$ cat config.mk
export PLATFORM = sky130hd
export DESIGN_NAME = fetch_ctrl
export DESIGN_NICKNAME = d
export VERILOG_FILES = /design/src/rtl/fetch_pkg.sv /design/src/rtl/fetch_classify.sv /design/src/rtl/fetch_ctrl.sv
export SDC_FILE = /design/constraint.sdc
export NUM_CORES = 1
export LEC_CHECK = 0
export CORE_AREA = 2 2 99 101
export CTS_BUF_LIST = sky130_fd_sc_hd__clkbuf_4 sky130_fd_sc_hd__clkbuf_8
export DETAILED_ROUTE_END_ITERATION = 8
export DIE_AREA = 0 0 101 103
export MAX_ROUTING_LAYER = met4
export PLACE_DENSITY_LB_ADDON = 0.08
export SLEW_MARGIN = 20
export SYNTH_ARGS = -nofsm -noshare
export SYNTH_HDL_FRONTEND = slang
export SYNTH_SLANG_ARGS = --single-unit
$ cat constraint.sdc
create_clock -name clk -period 2.54 [get_ports clk]
set_clock_uncertainty 0.15 [all_clocks]
set_input_delay 0.635 -clock clk [delete_from_list [all_inputs] [get_ports clk]]
set_output_delay 0.635 -clock clk [all_outputs]
set_load 0.01 [all_outputs]
$ cat src/rtl/fetch_pkg.sv
// Shared definitions for the fetch sequencer: opcode/funct encodings,
// FSM state type and the per-instruction completion-class record.
package fetch_pkg;

    localparam logic [5:0] OP_SPECIAL = 6'b000000;
    localparam logic [5:0] OP_JAL     = 6'b000011;
    localparam logic [5:0] OP_ADDI    = 6'b001000;
    localparam logic [5:0] OP_SLTI    = 6'b001010;
    localparam logic [5:0] OP_LUI     = 6'b001111;
    localparam logic [5:0] OP_COP1    = 6'b010001;
    localparam logic [5:0] OP_LW      = 6'b100011;
    localparam logic [5:0] OP_SW      = 6'b101011;
    localparam logic [5:0] OP_LWC1    = 6'b110001;
    localparam logic [5:0] OP_LWC2    = 6'b110010;
    localparam logic [5:0] OP_SWC1    = 6'b111001;
    localparam logic [5:0] OP_SWC2    = 6'b111010;
    localparam logic [5:0] OP_OUT     = 6'b111111;

    localparam logic [5:0] FUNC_JR      = 6'b001000;

    localparam logic [5:0] FLOAT_ADD    = 6'b000000;
    localparam logic [5:0] FLOAT_SUB    = 6'b000001;
    localparam logic [5:0] FLOAT_MUL    = 6'b000010;
    localparam logic [5:0] FLOAT_DIV    = 6'b000011;
    localparam logic [5:0] FLOAT_SQRT   = 6'b000100;
    localparam logic [5:0] FLOAT_ABS    = 6'b000101;
    localparam logic [5:0] FLOAT_ROUNDW = 6'b001100;
    localparam logic [5:0] FLOAT_MFC1   = 6'b010000;
    localparam logic [5:0] FLOAT_MFC2   = 6'b010001;
    localparam logic [5:0] FLOAT_CVTSW  = 6'b100000;

    typedef enum logic [2:0] {
        ST_IDLE    = 3'd0,
        ST_FETCH   = 3'd1,
        ST_LATWAIT = 3'd2,
        ST_ISSUE   = 3'd3,
        ST_WAIT    = 3'd4,
        ST_HALT    = 3'd5
    } fetch_state_t;

    typedef struct packed {
        logic pc;
        logic wb;
        logic st;
        logic io;
    } need_t;

    function automatic logic is_out(input logic [5:0] opcode);
        return (opcode == OP_OUT);
    endfunction

endpackage

$ cat src/rtl/fetch_classify.sv
// Combinational class table: which completion pulses an instruction produces.
module fetch_classify
    import fetch_pkg::*;
(
    input  logic [5:0] opcode,
    input  logic [5:0] funct,
    output need_t      need
);

    // Decode opcode/funct into the set of finish pulses to wait for
    always_comb begin
        need    = '{pc: 1'b1, wb: 1'b0, st: 1'b0, io: 1'b0};
        case (opcode)
            OP_SPECIAL: begin
                if (funct != FUNC_JR) begin
                    need.wb = 1'b1;
                end else begin
                    need.wb = 1'b0;
                end
            end
            OP_ADDI, OP_SLTI, OP_LUI, OP_LW, OP_LWC1, OP_JAL: begin
                need.wb = 1'b1;
            end
            OP_COP1: begin
                // Compares occupy the 11xxxx funct block
                if (funct[5:4] == 2'b11) begin
                    need.wb = 1'b1;
                end else begin
                    case (funct)
                        FLOAT_ADD, FLOAT_SUB, FLOAT_MUL, FLOAT_DIV,
                        FLOAT_SQRT, FLOAT_ABS, FLOAT_ROUNDW, FLOAT_CVTSW,
                        FLOAT_MFC1, FLOAT_MFC2: need.wb = 1'b1;
                        default:                need.wb = 1'b0;
                    endcase
                end
            end
            OP_SW, OP_SWC1: begin
                need.st = 1'b1;
            end
            OP_LWC2, OP_SWC2: begin
                need.io = 1'b1;
            end
            default: begin
                need = '{pc: 1'b1, wb: 1'b0, st: 1'b0, io: 1'b0};
            end
        endcase
    end

endmodule

$ cat src/rtl/fetch_ctrl.sv
// Instruction fetch sequencer: fetch, wait BRAM latency, issue, await completion.
// Optional performance counters are built when FETCH_CTRL_PERF_EN is defined.
module fetch_ctrl
    import fetch_pkg::*;
#(
    parameter int ADDR_W   = 10,
    parameter int IMEM_LAT = 2
) (
    input  logic              clk,
    input  logic              rst,
    input  logic              start,
    input  logic [ADDR_W-1:0] pc_addr,
    output logic              imem_en,
    output logic [ADDR_W-1:0] imem_addr,
    input  logic [31:0]       imem_data,
    output logic [31:0]       op,
    output logic              d_valid,
    input  logic              write_finish,
    input  logic              store_finish,
    input  logic              jump_finish,
    input  logic              io_finish,
    output logic              busy,
    output logic              halted,
    output logic [31:0]       retired_cnt,
    output logic [31:0]       stall_cnt
);

    localparam logic [2:0] LAT_LOAD = 3'(IMEM_LAT - 1);

    fetch_state_t      state_r;
    fetch_state_t      next_state_s;
    logic [2:0]        lat_cnt_r;
    logic [31:0]       op_r;
    logic [ADDR_W-1:0] addr_r;
    need_t             need_r;
    need_t             got_r;
    need_t             need_s;
    need_t             fin_s;
    need_t             got_now_s;
    logic              done_s;

    fetch_classify u_classify (
        .opcode (op_r[31:26]),
        .funct  (op_r[5:0]),
        .need   (need_s)
    );

    // Gather this cycle's finish pulses and test for completion
    always_comb begin
        fin_s     = '{pc: jump_finish, wb: write_finish, st: store_finish, io: io_finish};
        got_now_s = got_r | fin_s;
        done_s    = ((got_now_s & need_r) == need_r);
    end

    // State register
    always_ff @(posedge clk or posedge rst) begin
        if (rst) begin
            state_r <= ST_IDLE;
        end else begin
            state_r <= next_state_s;
        end
    end

    // Next-state logic
    always_comb begin
        next_state_s = state_r;
        case (state_r)
            ST_IDLE: begin
                if (start) next_state_s = ST_FETCH;
                else       next_state_s = ST_IDLE;
            end
            ST_FETCH: begin
                next_state_s = ST_LATWAIT;
            end
            ST_LATWAIT: begin
                if (lat_cnt_r == 3'd0) next_state_s = ST_ISSUE;
                else                   next_state_s = ST_LATWAIT;
            end
            ST_ISSUE: begin
                if (is_out(op_r[31:26])) next_state_s = ST_HALT;
                else                     next_state_s = ST_WAIT;
            end
            ST_WAIT: begin
                if (done_s) next_state_s = ST_FETCH;
                else        next_state_s = ST_WAIT;
            end
            ST_HALT: begin
                next_state_s = ST_HALT;
            end
            default: begin
                next_state_s = ST_IDLE;
            end
        endcase
    end

    // Datapath: latency counter, op capture, address hold, need/got flags
    always_ff @(posedge clk or posedge rst) begin
        if (rst) begin
            lat_cnt_r <= 3'd0;
            op_r      <= 32'd0;
            addr_r    <= '0;
            need_r    <= '0;
            got_r     <= '0;
        end else begin
            case (state_r)
                ST_FETCH: begin
                    lat_cnt_r <= LAT_LOAD;
                    addr_r    <= pc_addr;
                end
                ST_LATWAIT: begin
                    if (lat_cnt_r == 3'd0) begin
                        op_r <= imem_data;
                    end else begin
                        lat_cnt_r <= lat_cnt_r - 3'd1;
                    end
                end
                ST_ISSUE: begin
                    // Pulses coincident with issue already count toward completion
                    need_r <= need_s;
                    got_r  <= fin_s;
                end
                ST_WAIT: begin
                    got_r <= got_now_s;
                end
                default: begin
                    lat_cnt_r <= lat_cnt_r;
                end
            endcase
        end
    end

    // Output decode from the current state
    always_comb begin
        imem_en   = 1'b0;
        imem_addr = addr_r;
        d_valid   = 1'b0;
        busy      = (state_r != ST_IDLE) && (state_r != ST_HALT);
        halted    = (state_r == ST_HALT);
        op        = op_r;
        case (state_r)
            ST_FETCH: begin
                imem_en   = 1'b1;
                imem_addr = pc_addr;
            end
            ST_ISSUE: begin
                d_valid = 1'b1;
            end
            default: begin
                imem_en = 1'b0;
            end
        endcase
    end

`ifdef FETCH_CTRL_PERF_EN
    logic [31:0] retired_r;
    logic [31:0] stall_r;

    // Retirement and wait-cycle counters, wrapping modulo 2^32
    always_ff @(posedge clk or posedge rst) begin
        if (rst) begin
            retired_r <= 32'd0;
            stall_r   <= 32'd0;
        end else begin
            if ((state_r == ST_WAIT && done_s) ||
                (state_r == ST_ISSUE && is_out(op_r[31:26]))) begin
                retired_r <= retired_r + 32'd1;
            end else begin
                retired_r <= retired_r;
            end
            if (state_r == ST_WAIT) begin
                stall_r <= stall_r + 32'd1;
            end else begin
                stall_r <= stall_r;
            end
        end
    end

    assign retired_cnt = retired_r;
    assign stall_cnt   = stall_r;
`else
    assign retired_cnt = 32'd0;
    assign stall_cnt   = 32'd0;
`endif

endmodule

==> impl_metrics.toml <==
[die]
start_util = 0.3187
dieArea_um2 = 10400
std_cell_rows = 36
fp.dieW_um = 101
dieHeight_um = 103
core-area_um2 = 9459
io_pins = 159

[route]
antenna_left = 0
finalWirelength_um = 6256
wire_per_inst_um = 13.03
dr.first_iter.drc_count = 74
dr_total_vias = 2120
drtPass1Iterations = 4
viasPerCell = 4.417
drc_errors = 0

[grt]
use_met3 = 0.03932
grt_usage = 0.1235
met1_usage = 0.1663
first_global_vias = 1967
grt-busiest-layer = "met2"
grt_max_degree = 57
met2_usage = 0.1815
antenna_found_initial = 0
grt_overflow = 0
grt_pass1_wl_um = 9715

[sta]
max_freq_ghz = 0.4020
final.period_utilization = 0.9794
slew_viol_final = 0
rsz0062_at_grt = "true"
fin_crit_ns = 2.488
hold_ws_ns = 0.3319
final-setup-viol-count = 0
hold_viol = 0

[layout]
multiInputGateArea_um2 = 1297
mostFrequentLayoutCells = "81 x clkdlybuf4s50_1, 64 x conb_1, 56 x dfrtp_1, 40 x mux2_2, 11 x nand2_1"
drive_gt1_frac = 0.2104
fin_nets = 416
syn2layout_area_growth_pct = 32.50
layout_commonest_cell = "clkdlybuf4s50_1"
stdcell_area_um2 = 3994
filler_cell_count = 937
diodes = 0
post-route-util = 0.4222
seqCellArea_um2 = 1401

[place]
postPlaceCellArea_um2 = 3885
place.gp.congestion = 0.6720
io_buffers = 94
hpwl_um = 4435

[cts]
clk_pin_slew_ns = 0.10
clockBufferDepth = 2
clock-sinks = 56
cts_made_buffers = 5
h-tree-depth = 2
cts_tree = "done"
worstSkewPairLatency_ns = 0.31
hold_buffers = 0
cts_root_buffer = "clkbuf_8"

[worst_setup_path]
crit_slowest_cell = "dfrtp_1"
critPathMaxFanout = 6
path_delay_family = "flip-flops"
cp.buffers_inverters = 3
cp.required_ns = 1.75
cp_data_arrival_time_ns = 1.70
endpoint_kind = "primary output"
crit_type = "reg -> out"
crit_chain = "nor3b_4 -> buf_4 -> buf_12 -> mux2_2 -> buf_2"
cp-start-kind = "flip-flop"
slowest_delay_ns = 0.42

[synthesis]
yosysWarnings = 0
synthCells = 264
synth_edf_count = 0
ys_async_sr_fraction = 1.000
ys_ff_latch = 56
yosysUniqueCellTypes = 42
ys_seq_area_frac = 0.4649
ys.flop_type = "dfrtp_1"
avgSynthCellArea_um2 = 11.42
syn_area_um2 = 3014

[power]
p_leak_nw = 1.747
powerDensity_nw_per_um2 = 1148
peakVddDrop_mv = 0.4958

[run]
cap_violations = 0

[outcome]
status = "finished clean"

[hold_path]
hold_class = "reg -> reg"
-- flip-flops by register name (all words and copies together) (netlist names) --
register / cells
lat_cnt_r: 3
need_r: 4
state_r: 3
op: 32
got_r: 4
addr_r: 10
-- cells in the mapped netlist, types with 2 or more instances --
cell      number  share of area
nor3_1         5         0.0083
nor2_1        10          0.012
o21ai_0        4         0.0066
nand2b_1       2         0.0042
nor4b_1        2         0.0058
or3_1          2         0.0042
clkbuf_1       2         0.0025
mux2_2        41           0.15
a21o_1         4          0.010
o22ai_1        2         0.0042
buf_4         65           0.16
a211oi_1       2         0.0050
nor3b_1        6          0.015
nand4_1        3         0.0062
dfrtp_1       56           0.46
xnor2_1        3         0.0087
ha_1           2         0.0083
nand2_1       11          0.014
inv_1          6         0.0075
a21oi_1        6          0.010
a221o_1        4          0.013
buf_2          3         0.0050
nor2b_1        2         0.0042
buf_6          3          0.011
-- power by group --
part	internal, mW	switching [mW]	leakage [nW]
Combinational	1.42	0.992	1.04
Sequential	1.33	0.340	0.659
Clock	0.194	0.307	0.0479
-- per-stage QoR --
stage          cells  setup slack [ns]  power, mW  TNS (ns)
2_1_floorplan    327            0.2976      3.020         0
3_3_place_gp     469          -0.04301      4.089   -0.2391
3_5_place_dp     469          -0.04515      4.114   -0.2898
4_1_cts          481          0.008105      4.657         0
5_1_grt          480          -0.02310      4.944   -0.1015
6_report         480           0.05235      4.583         0
-- what timing repair did --
item                                    4_1_cts  5_1_grt
pin swaps                                     1        1
gates cloned                                  1        0
setup buffers                                 3        0
gates resized for setup                      49        5
endpoints found under the setup margin       12        9
-- per-layer routing --
layer  up-vias  part of all wire
met2       107              0.45
met5         -                 0
met3         4             0.087
met1      1013              0.46
li1        996                 -
met4         0            0.0059
-- kinds of logic (layout without fill, tap and decap cells) --
group / count (synthesis) / in the layout / synth area share
DFF: 56 / 56 / 0.4649
buffers and inverters: 79 / 118 / 0.1880
xor gates and xnor gates: 3 / 3 / 0.008719
and+or+nand+nor: 51 / 51 / 0.1013
other: 1 / 64 / 0.001244
adders and majority gates: 2 / 2 / 0.008301
AOI/OAI and AO/OA: 30 / 30 / 0.07099
muxes: 42 / 42 / 0.1565
-- path summary, 6_finish.rpt --
check,startpoint,to,slack (ns),depth (start not counted)
setup / recovery,state_r[2],imem_addr[4],0.05,5
hold / removal,need_r[3],need_r[3],0.33,1
setup reg to reg,lat_cnt_r[0],op[25],0.48,6
hold reg to reg,need_r[3],need_r[3],0.33,1
max in group asynchronous,rst,got_r[0],1.46,3
min in group asynchronous,rst,op[5],0.54,3
-- layout make-up --
class	instances	share of cell area
clock buffers	5	0.01723
clock inverters	3	0.004699
inverters	6	0.005639
multi-input cells	192	0.3249
flip-flops and latches	56	0.3509
well taps	114	0.03571
repair buffers	104	0.2610
No activity file was read; power rests on OpenSTA's default activity.
